[config.mk]
export PLATFORM = sky130hd
export DESIGN_NAME = fifo_write_arbiter
export DESIGN_NICKNAME = d
export VERILOG_FILES = /design/src/rtl/fifo_arb_pkg.sv /design/src/rtl/fifo_write_arbiter_rr_picker.sv /design/src/rtl/fifo_write_arbiter.sv
export SDC_FILE = /design/constraint.sdc
export NUM_CORES = 1
export LEC_CHECK = 0
export ABC_AREA = 1
export CORE_MARGIN = 4
export CORE_UTILIZATION = 42
export DETAILED_ROUTE_END_ITERATION = 16
export PLACE_DENSITY_LB_ADDON = 0.05
export SLEW_MARGIN = 0
export SYNTH_ARGS = -nofsm -noshare
export SYNTH_HDL_FRONTEND = slang
export SYNTH_SLANG_ARGS = --single-unit
export TNS_END_PERCENT = 20
[constraint.sdc]
create_clock -name clock -period 4 [get_ports clock]
set_clock_uncertainty 0.1 [all_clocks]
set_input_delay 0.8 -clock clock [delete_from_list [all_inputs] [get_ports clock]]
set_output_delay 0.8 -clock clock [all_outputs]
set_load 0.03 [all_outputs]
[src/rtl/fifo_arb_pkg.sv]
// Shared types and the round-robin search used by the FIFO write arbiter.
package fifo_arb_pkg;

  typedef enum logic {ARB, BURST} arb_state_t;

  // The search works on a padded index space large enough for the biggest supported requester count.
  localparam int RR_MAX = 16;
  localparam int ID_W   = $clog2(RR_MAX);
  localparam int CNT_W  = $clog2(RR_MAX + 1);

  // First set bit of valid scanning upward from last+1, wrapping at num_req.
  function automatic logic [ID_W-1:0] rr_next(
    input logic [RR_MAX-1:0] valid,
    input logic [ID_W-1:0]   last,
    input logic [CNT_W-1:0]  num_req
  );
    logic [ID_W-1:0]  win;
    logic             found;
    logic [CNT_W-1:0] idx;
    win   = '0;
    found = 1'b0;
    for (int i = 1; i <= RR_MAX; i++) begin
      idx = CNT_W'(last) + CNT_W'(i);
      if (idx >= num_req) idx = idx - num_req;
      if (!found && (CNT_W'(i) <= num_req) && valid[idx[ID_W-1:0]]) begin
        win   = idx[ID_W-1:0];
        found = 1'b1;
      end
    end
    return win;
  endfunction

endpackage

[src/rtl/fifo_write_arbiter_rr_picker.sv]
// Combinational round-robin priority search over NUM_REQ valid bits.
module rr_picker
  import fifo_arb_pkg::*;
#(
  parameter int NUM_REQ = 4
) (
  input  logic [NUM_REQ-1:0]         valid,
  input  logic [$clog2(NUM_REQ)-1:0] rr_last,
  output logic [$clog2(NUM_REQ)-1:0] winner,
  output logic                       any
);

  localparam int SEL_W = $clog2(NUM_REQ);

  logic [RR_MAX-1:0] valid_pad;

  generate
    for (genvar gi = 0; gi < RR_MAX; gi++) begin : g_pad
      if (gi < NUM_REQ) begin : g_used
        assign valid_pad[gi] = valid[gi];
      end else begin : g_unused
        assign valid_pad[gi] = 1'b0;
      end
    end
  endgenerate

  assign winner = SEL_W'(rr_next(valid_pad, ID_W'(rr_last), CNT_W'(NUM_REQ)));
  assign any    = |valid;

endmodule

[src/rtl/fifo_write_arbiter.sv]
// Round-robin arbiter sharing one FIFO write port among NUM_REQ burst requesters.
module fifo_write_arbiter
  import fifo_arb_pkg::*;
#(
  parameter int NUM_REQ      = 4,
  parameter int DATA_WIDTH   = 8,
  parameter int MAX_BURST    = 8,
  parameter int IDLE_TIMEOUT = 4
) (
  input  logic                               clock,
  input  logic                               reset,
  input  logic [NUM_REQ-1:0]                 req_valid,
  input  logic [NUM_REQ*DATA_WIDTH-1:0]      req_data,
  input  logic [NUM_REQ-1:0]                 req_last,
  output logic [NUM_REQ-1:0]                 req_ready,
  output logic [DATA_WIDTH-1:0]              fifo_data_in,
  output logic                               fifo_write_en,
  input  logic                               fifo_full,
  output logic                               grant_valid,
  output logic [$clog2(NUM_REQ)-1:0]         grant_id,
  output logic [$clog2(MAX_BURST+1)-1:0]     beat_count
);

  localparam int GID_W  = $clog2(NUM_REQ);
  localparam int BC_W   = $clog2(MAX_BURST + 1);
  localparam int IDLE_W = $clog2(IDLE_TIMEOUT + 1);

  arb_state_t        state_reg, state_next;
  logic [GID_W-1:0]  owner_reg, owner_next;
  logic [GID_W-1:0]  rr_last_reg, rr_last_next;
  logic [BC_W-1:0]   beat_reg, beat_next;
  logic [IDLE_W-1:0] idle_reg, idle_next;

  logic [GID_W-1:0]      winner;
  logic                  any_valid;
  logic [DATA_WIDTH-1:0] data_arr [NUM_REQ];
  logic                  in_burst;
  logic                  owner_valid;
  logic                  owner_last;
  logic [BC_W-1:0]       beat_inc;
  logic [IDLE_W-1:0]     idle_inc;

  rr_picker #(
    .NUM_REQ (NUM_REQ)
  ) u_picker (
    .valid   (req_valid),
    .rr_last (rr_last_reg),
    .winner  (winner),
    .any     (any_valid)
  );

  generate
    for (genvar gi = 0; gi < NUM_REQ; gi++) begin : g_req
      assign data_arr[gi]  = req_data[gi*DATA_WIDTH +: DATA_WIDTH];
      assign req_ready[gi] = in_burst && !fifo_full && (owner_reg == GID_W'(gi));
    end
  endgenerate

  assign in_burst    = (state_reg == BURST);
  assign owner_valid = req_valid[owner_reg];
  assign owner_last  = req_last[owner_reg];
  assign beat_inc    = beat_reg + BC_W'(1);
  assign idle_inc    = idle_reg + IDLE_W'(1);

  assign fifo_write_en = in_burst && owner_valid && !fifo_full;
  assign fifo_data_in  = in_burst ? data_arr[owner_reg] : '0;
  assign grant_valid   = in_burst;
  assign grant_id      = in_burst ? owner_reg : '0;
  assign beat_count    = beat_reg;

  always_comb begin
    state_next   = state_reg;
    owner_next   = owner_reg;
    rr_last_next = rr_last_reg;
    beat_next    = beat_reg;
    idle_next    = idle_reg;
    if (state_reg == ARB) begin
      if (any_valid) begin
        state_next = BURST;
        owner_next = winner;
        beat_next  = '0;
        idle_next  = '0;
      end
    end else begin
      if (fifo_write_en) begin
        beat_next = beat_inc;
        idle_next = '0;
        // last and a full burst on the same beat collapse into one release
        if (owner_last || (beat_inc == BC_W'(MAX_BURST))) begin
          state_next   = ARB;
          rr_last_next = owner_reg;
        end
      end else if (!owner_valid) begin
        // only a silent owner ages; a FIFO-full stall with valid high never revokes
        idle_next = idle_inc;
        if (idle_inc == IDLE_W'(IDLE_TIMEOUT)) begin
          state_next   = ARB;
          rr_last_next = owner_reg;
        end
      end
    end
  end

  always_ff @(posedge clock) begin
    if (reset) begin
      state_reg   <= ARB;
      owner_reg   <= '0;
      rr_last_reg <= GID_W'(NUM_REQ - 1);
      beat_reg    <= '0;
      idle_reg    <= '0;
    end else begin
      state_reg   <= state_next;
      owner_reg   <= owner_next;
      rr_last_reg <= rr_last_next;
      beat_reg    <= beat_next;
      idle_reg    <= idle_next;
    end
  end

endmodule

== Yosys cells after proc, flatten, opt, wreduce, memory -nomap -nowiden ==
Cells that the tools add are included.

* Output and inout bits: 20
* Word-level logic and storage cells: 104
* Flip-flop bits (word level): 12
* Input port bits: 43

* Bitwise operators: 2
* Reduce and logical (&&, ||, !) cells: 23
* Add/subtract/negate cells: 10
* Equality and inequality tests: 9
* Muxes and demuxes: 45
* $lt $le $gt $ge: 10

{| class="wikitable"
|+ Operators by type and width
! kind !! number
|-
| 4-bit two-way mux || 7
|-
| 8-bit two-way mux || 3
|-
| 5-bit by 3-bit greater-or-equal comparator with 1-bit output, second input constant || 4
|-
| 4-bit by 5-bit < comparator with 1-bit output, second input constant || 4
|-
| 2-bit two-way mux || 9
|-
| 1-bit binary-select mux with 4-bit select || 4
|-
| 8-bit binary-select mux with 2-bit select || 1
|-
| 4-bit by 3-bit subtractor with 4-bit output, second input constant || 4
|-
| 1-bit two-way mux || 15
|-
| 3-bit two-way mux || 4
|-
| 1-bit logical AND || 10
|-
| 2-bit by 2-bit adder with 3-bit output, second input constant || 2
|-
| 2-bit AND reduction || 3
|-
| 2-bit by 3-bit adder with 4-bit output, second input constant || 1
|-
| 4-bit by 1-bit adder with 4-bit output, second input constant || 1
|-
| 1-bit binary-select mux with 2-bit select || 2
|-
| 2-bit == test, second input constant || 2
|-
| 4-bit == test, second input constant || 1
|-
| 1-bit zero test || 4
|-
| 2-bit != test, second input constant || 2
|-
| 4-bit AND reduction || 1
|-
| 2-bit nonzero test || 2
|-
| 4-bit OR reduction || 1
|-
| 2-bit by 1-bit adder with 3-bit output, second input constant || 1
|-
| other kinds (11) || 11
|}

== Depth between registers and ports, before layout ==
* Word-level depth: 15
* Gate-level depth with buffers: 11
* Depth with buffers taken out: 11

== Cells and area by module ==
Synthesis repeated with hierarchy kept, for this count alone.

* Cell total of the unflattened synthesis: 195
* Area, all modules: 1325.0 µm²

{| class="wikitable"
|+ Modules (own cells, without submodules)
! module !! sequential area each (µm²) !! area an instance (µm²) !! times used !! cells an instance
|-
| fifo_write_arbiter || 240.2 || 1039.7 || 1 || 144
|-
| rr_picker || 0.0 || 285.3 || 1 || 51
|}

== Worst setup path before layout ==
Ideal clock, no wire load.

* Path type: input to output
* Start: input port fifo_full
* End: output port req_ready[2]
* Stages: 3
* Data arrival time: 1.799 ns
* Data required time: 3.100 ns
* Setup slack: 1.301 ns
* Path buffers: 0
* Path through: nor2_1 > inv_1 > nor3_1

* Word-level cells in the longest chain between the ends: 3

{| class="wikitable"
|+ RTL lines
! element !! line !! text
|-
| start, declared || fifo_write_arbiter.sv:18 || <nowiki>input logic fifo_full,</nowiki>
|-
| 1-bit zero test || fifo_write_arbiter.sv:55 || <nowiki>assign req_ready[gi] = in_burst && !fifo_full && (owner_reg == GID_W'(gi));</nowiki>
|-
| 1-bit logical AND (2 in series) || fifo_write_arbiter.sv:55 ||
|-
| end, declared || fifo_write_arbiter.sv:15 || <nowiki>output logic [NUM_REQ-1:0] req_ready,</nowiki>
|}

No other way between the ends.

== Worst setup path in the final report ==
* Start: input port req_valid[0]
* End: output port fifo_write_en

* Word-level cells in the longest chain between the ends: 4

{| class="wikitable"
|+ RTL lines
! element !! line !! text
|-
| start, declared || fifo_write_arbiter.sv:12 || <nowiki>input logic [NUM_REQ-1:0] req_valid,</nowiki>
|-
| 1-bit binary-select mux with 2-bit select || fifo_write_arbiter.sv:60 || <nowiki>assign owner_valid = req_valid[owner_reg];</nowiki>
|-
| 1-bit two-way mux (implied by the code) || fifo_write_arbiter.sv:60 ||
|-
| 1-bit logical AND (2 in series) || fifo_write_arbiter.sv:65 || <nowiki>assign fifo_write_en = in_burst && owner_valid && !fifo_full;</nowiki>
|-
| end, declared || fifo_write_arbiter.sv:17 || <nowiki>output logic fifo_write_en,</nowiki>
|}

No other way between the ends. The select of a mux whose other input is x is not followed.

==> results.json <==
{
  "synthCells": 183,
  "worstSetupPathType": "in -> out",
  "crit_path_cell_trace": "clkdlybuf4s50_1, inv_1, nor2_1, nor2_4, nand2_2, nand2_4, inv_4, clkdlybuf4s50_1",
  "yosysUniqueCellTypes": 25,
  "rows": 18,
  "syn_to_final_growth_pct": 58.47,
  "multi_input_area_um2": 828.3,
  "max_slew_margin_pct": 65.65,
  "seqPwrFrac_pct": 29.4,
  "whs_path_depth": 2,
  "fmax_mhz": 291.9,
  "cts_hold_buffers": 0,
  "cts.clk_slew.worst_paths_ns": 0.07,
  "clock_latency_ns": 0.28,
  "grt_pass1_wl_mm": 6.099,
  "drt-total-wl_mm": 3.821,
  "synth_edf_count": 0,
  "final.setup.tns_ns": 0,
  "synth_top_cell_area_share_pct": 20.45,
  "yosys_most_used_dff": "dfxtp_1",
  "grt_max_degree": 11,
  "core-area_um2": 2567,
  "power_density_nw_per_um2": 259.4,
  "clockRootBuffer": "clkbuf_4",
  "drv_cap": 0,
  "worstPathRequired_ns": 3.10,
  "diodes": 0,
  "cts_buffers": 3,
  "yosysSeqAreaShare_pct": 20.45,
  "synth_seq_cells": 12,
  "final-hold-violation-count": 0,
  "r2r_end": "owner_reg[1]$_SDFFE_PP0P_",
  "cts.sinks": 12,
  "cts_max_level": 1,
  "slowest_delay_ns": 0.68,
  "num_vias": 1480,
  "synth_fp_nets": 234,
  "reg2reg_depth": 9,
  "r2r-start": "rr_last_reg[0]$_SDFFE_PP1P_",
  "worst-r2r-setup-slack_ns": 1.93,
  "syn_area_um2": 1175,
  "cp_max_fo": 7,
  "worst_slack_ns": 0.5739,
  "grt_setup_unrepaired": "no",
  "start_util_pct": 45.76,
  "hpwl_mm": 3.206,
  "finalMaxSlewViolations": 0,
  "synth_area_per_cell_um2": 6.420,
  "cts_tree": "built",
  "die-area_um2": 3708,
  "p_switching_uw": 192.2,
  "synth_warnings": 0,
  "setup_viol": 0,
  "endpoint": "fifo_write_en",
  "grt_use_total_pct": 21.65,
  "power_uw": 483.0,
  "synth_area_leaders": "dfxtp_1 (20%), nand2_1 (13%), a22oi_1 (10%), ha_1 (8.5%), nand3_1 (8.5%)",
  "status": "completed",
  "switching_share_pct": 39.79,
  "grt_pass1_vias": 1448,
  "worstSetupEndpointType": "primary output",
  "via_per_inst": 5.324,
  "seq_area_um2": 240.2,
  "period_needed_ns": 3.426,
  "largest_reg_flops": 4,
  "p_comb_share_pct": 50.2,
  "die_x_um": 60.89,
  "gp_routability_congestion": 0.7362,
  "cts_buffer_depth": 2,
  "leakage_nw": 0.8346,
  "ant_nets": 0,
  "irDropWorstVdd_mv": 0.2927,
  "dp_slack_ns": 0.5829,
  "cts_resized": 0,
  "post-route-period-util_pct": 85.65,
  "crit_path_start": "req_valid[0]",
  "io_buffers": 62,
  "start_kind": "input pin",
  "globalRouteOverflowTotal": 0,
  "firstDrtPassIters": 4,
  "postCtsSetupRepairBufs": 0,
  "min_path_type": "reg -> reg",
  "drive_above_1_share_pct": 8.871,
  "yosysTopAreaCell": "dfxtp_1",
  "crit_top_cell": "clkdlybuf4s50_1",
  "ios": 63,
  "grt_antenna_before_repair": 0,
  "num-fill-cells": 231,
  "tightest_slew_ns": 0.5145,
  "crit_arrival_ns": 2.53,
  "clkPwrFrac_pct": 20.4,
  "wl_per_cell_um": 13.74,
  "drc": 0,
  "async_flop_share_pct": 0,
  "final_nets": 300,
  "p_int_uw": 290.8,
  "crit_path_top_delay_cell": "clkdlybuf4s50_1",
  "drt_iter0_markers": 75,
  "die_y_um": 60.89
}
-- placed cells by master, fill, tap and decap left out, drive strengths merged, types with 4 or more instances in the layout --
cell,count
a21oi,18
a22oi,16
clkbuf,4
clkdlybuf4s50,62
dfxtp,12
ha,8
inv,25
nand2,46
nand3,20
nand4,5
nor2,19
o21ai,8
-- worst max-delay path, delay by kind of cell --
family	cells	cell delay [ns]
and+or+nand+nor	4	0.38
buffers and inverters	4	1.33
-- power groups by stage --
stage / logic (mW) / registers, mW / clock network, mW
3_3_place_gp: 0.238 / 0.144 / 0
2_1_floorplan: 0.147 / 0.141 / 0
6_report: 0.242 / 0.142 / 0.0987
3_5_place_dp: 0.243 / 0.145 / 0
5_1_grt: 0.268 / 0.144 / 0.106
4_1_cts: 0.244 / 0.142 / 0.0995
-- logic make-up after synthesis --
group / count (synthesis) / share of synthesized area, %
xor gates and xnor gates: 1 / 0.7456
DFF: 12 / 20.45
AOI/OAI and AO/OA: 44 / 22.79
adders and majority gates: 8 / 8.520
and+or+nand+nor: 92 / 38.44
buffers and inverters: 26 / 9.052
-- layer usage --
metal | global-route usage (%) | vias to the layer above | part of all wire [%]
met3 | 2.766 | 11 | 5.5
met2 | 40.00 | 48 | 52
met1 | 24.27 | 668 | 40
met4 | 10.22 | 0 | 3.0
met5 | 0 | - | 0
li1 | - | 753 | -
-- worst min-delay path by stage --
| stage | startpoint | end | slack [ns] |
|---|---|---|---|
| after floorplan | idle_reg[2]$_SDFFE_PP0P_ | idle_reg[2]$_SDFFE_PP0P_ | 0.34 |
| after global placement | idle_reg[2]$_SDFFE_PP0P_ | idle_reg[2]$_SDFFE_PP0P_ | 0.36 |
| after detailed placement | idle_reg[2]$_SDFFE_PP0P_ | idle_reg[2]$_SDFFE_PP0P_ | 0.37 |
| after CTS | idle_reg[2]$_SDFFE_PP0P_ | idle_reg[2]$_SDFFE_PP0P_ | 0.39 |
| after global routing | idle_reg[2]$_SDFFE_PP0P_ | idle_reg[2]$_SDFFE_PP0P_ | 0.41 |
| final | idle_reg[2]$_SDFFE_PP0P_ | idle_reg[2]$_SDFFE_PP0P_ | 0.38 |
-- area by class of cell --
| type | instances | area share [%] |
|---|---|---|
| Tap cell | 30 | 2.016 |
| Clock buffer | 4 | 1.949 |
| Inverter | 25 | 5.309 |
| Multi-Input combinational cell | 145 | 44.49 |
| Sequential cell | 12 | 12.90 |
| Timing Repair Buffer | 62 | 33.33 |
-- through the flow --
stage                     area (um^2)  utilization [%]  hold slack (ns)  instances
after CTS                        1862            72.51           0.3857        278
after global routing             1862            72.51           0.4150        278
after detailed placement         1826            71.10           0.3744        274
after global placement           1826            71.10           0.3594        274
final                            1862            72.51           0.3815        278
after floorplan                  1175                -           0.3446        183
-- Yosys cell counts, types with 2 or more instances --
library cell and number:
a22oi_1 16, a21oi_1 17, o21ai_1 2, nand3_1 20, inv_1 20, inv_2 3
nand2_4 2, inv_4 2, nand2_2 4, o21ai_0 6, ha_1 8, nor2_2 3
dfxtp_1 12, nor2_4 2, nand2_1 40, nor2_1 13, nand4_1 5
Power figures use the tool's default switching activity.
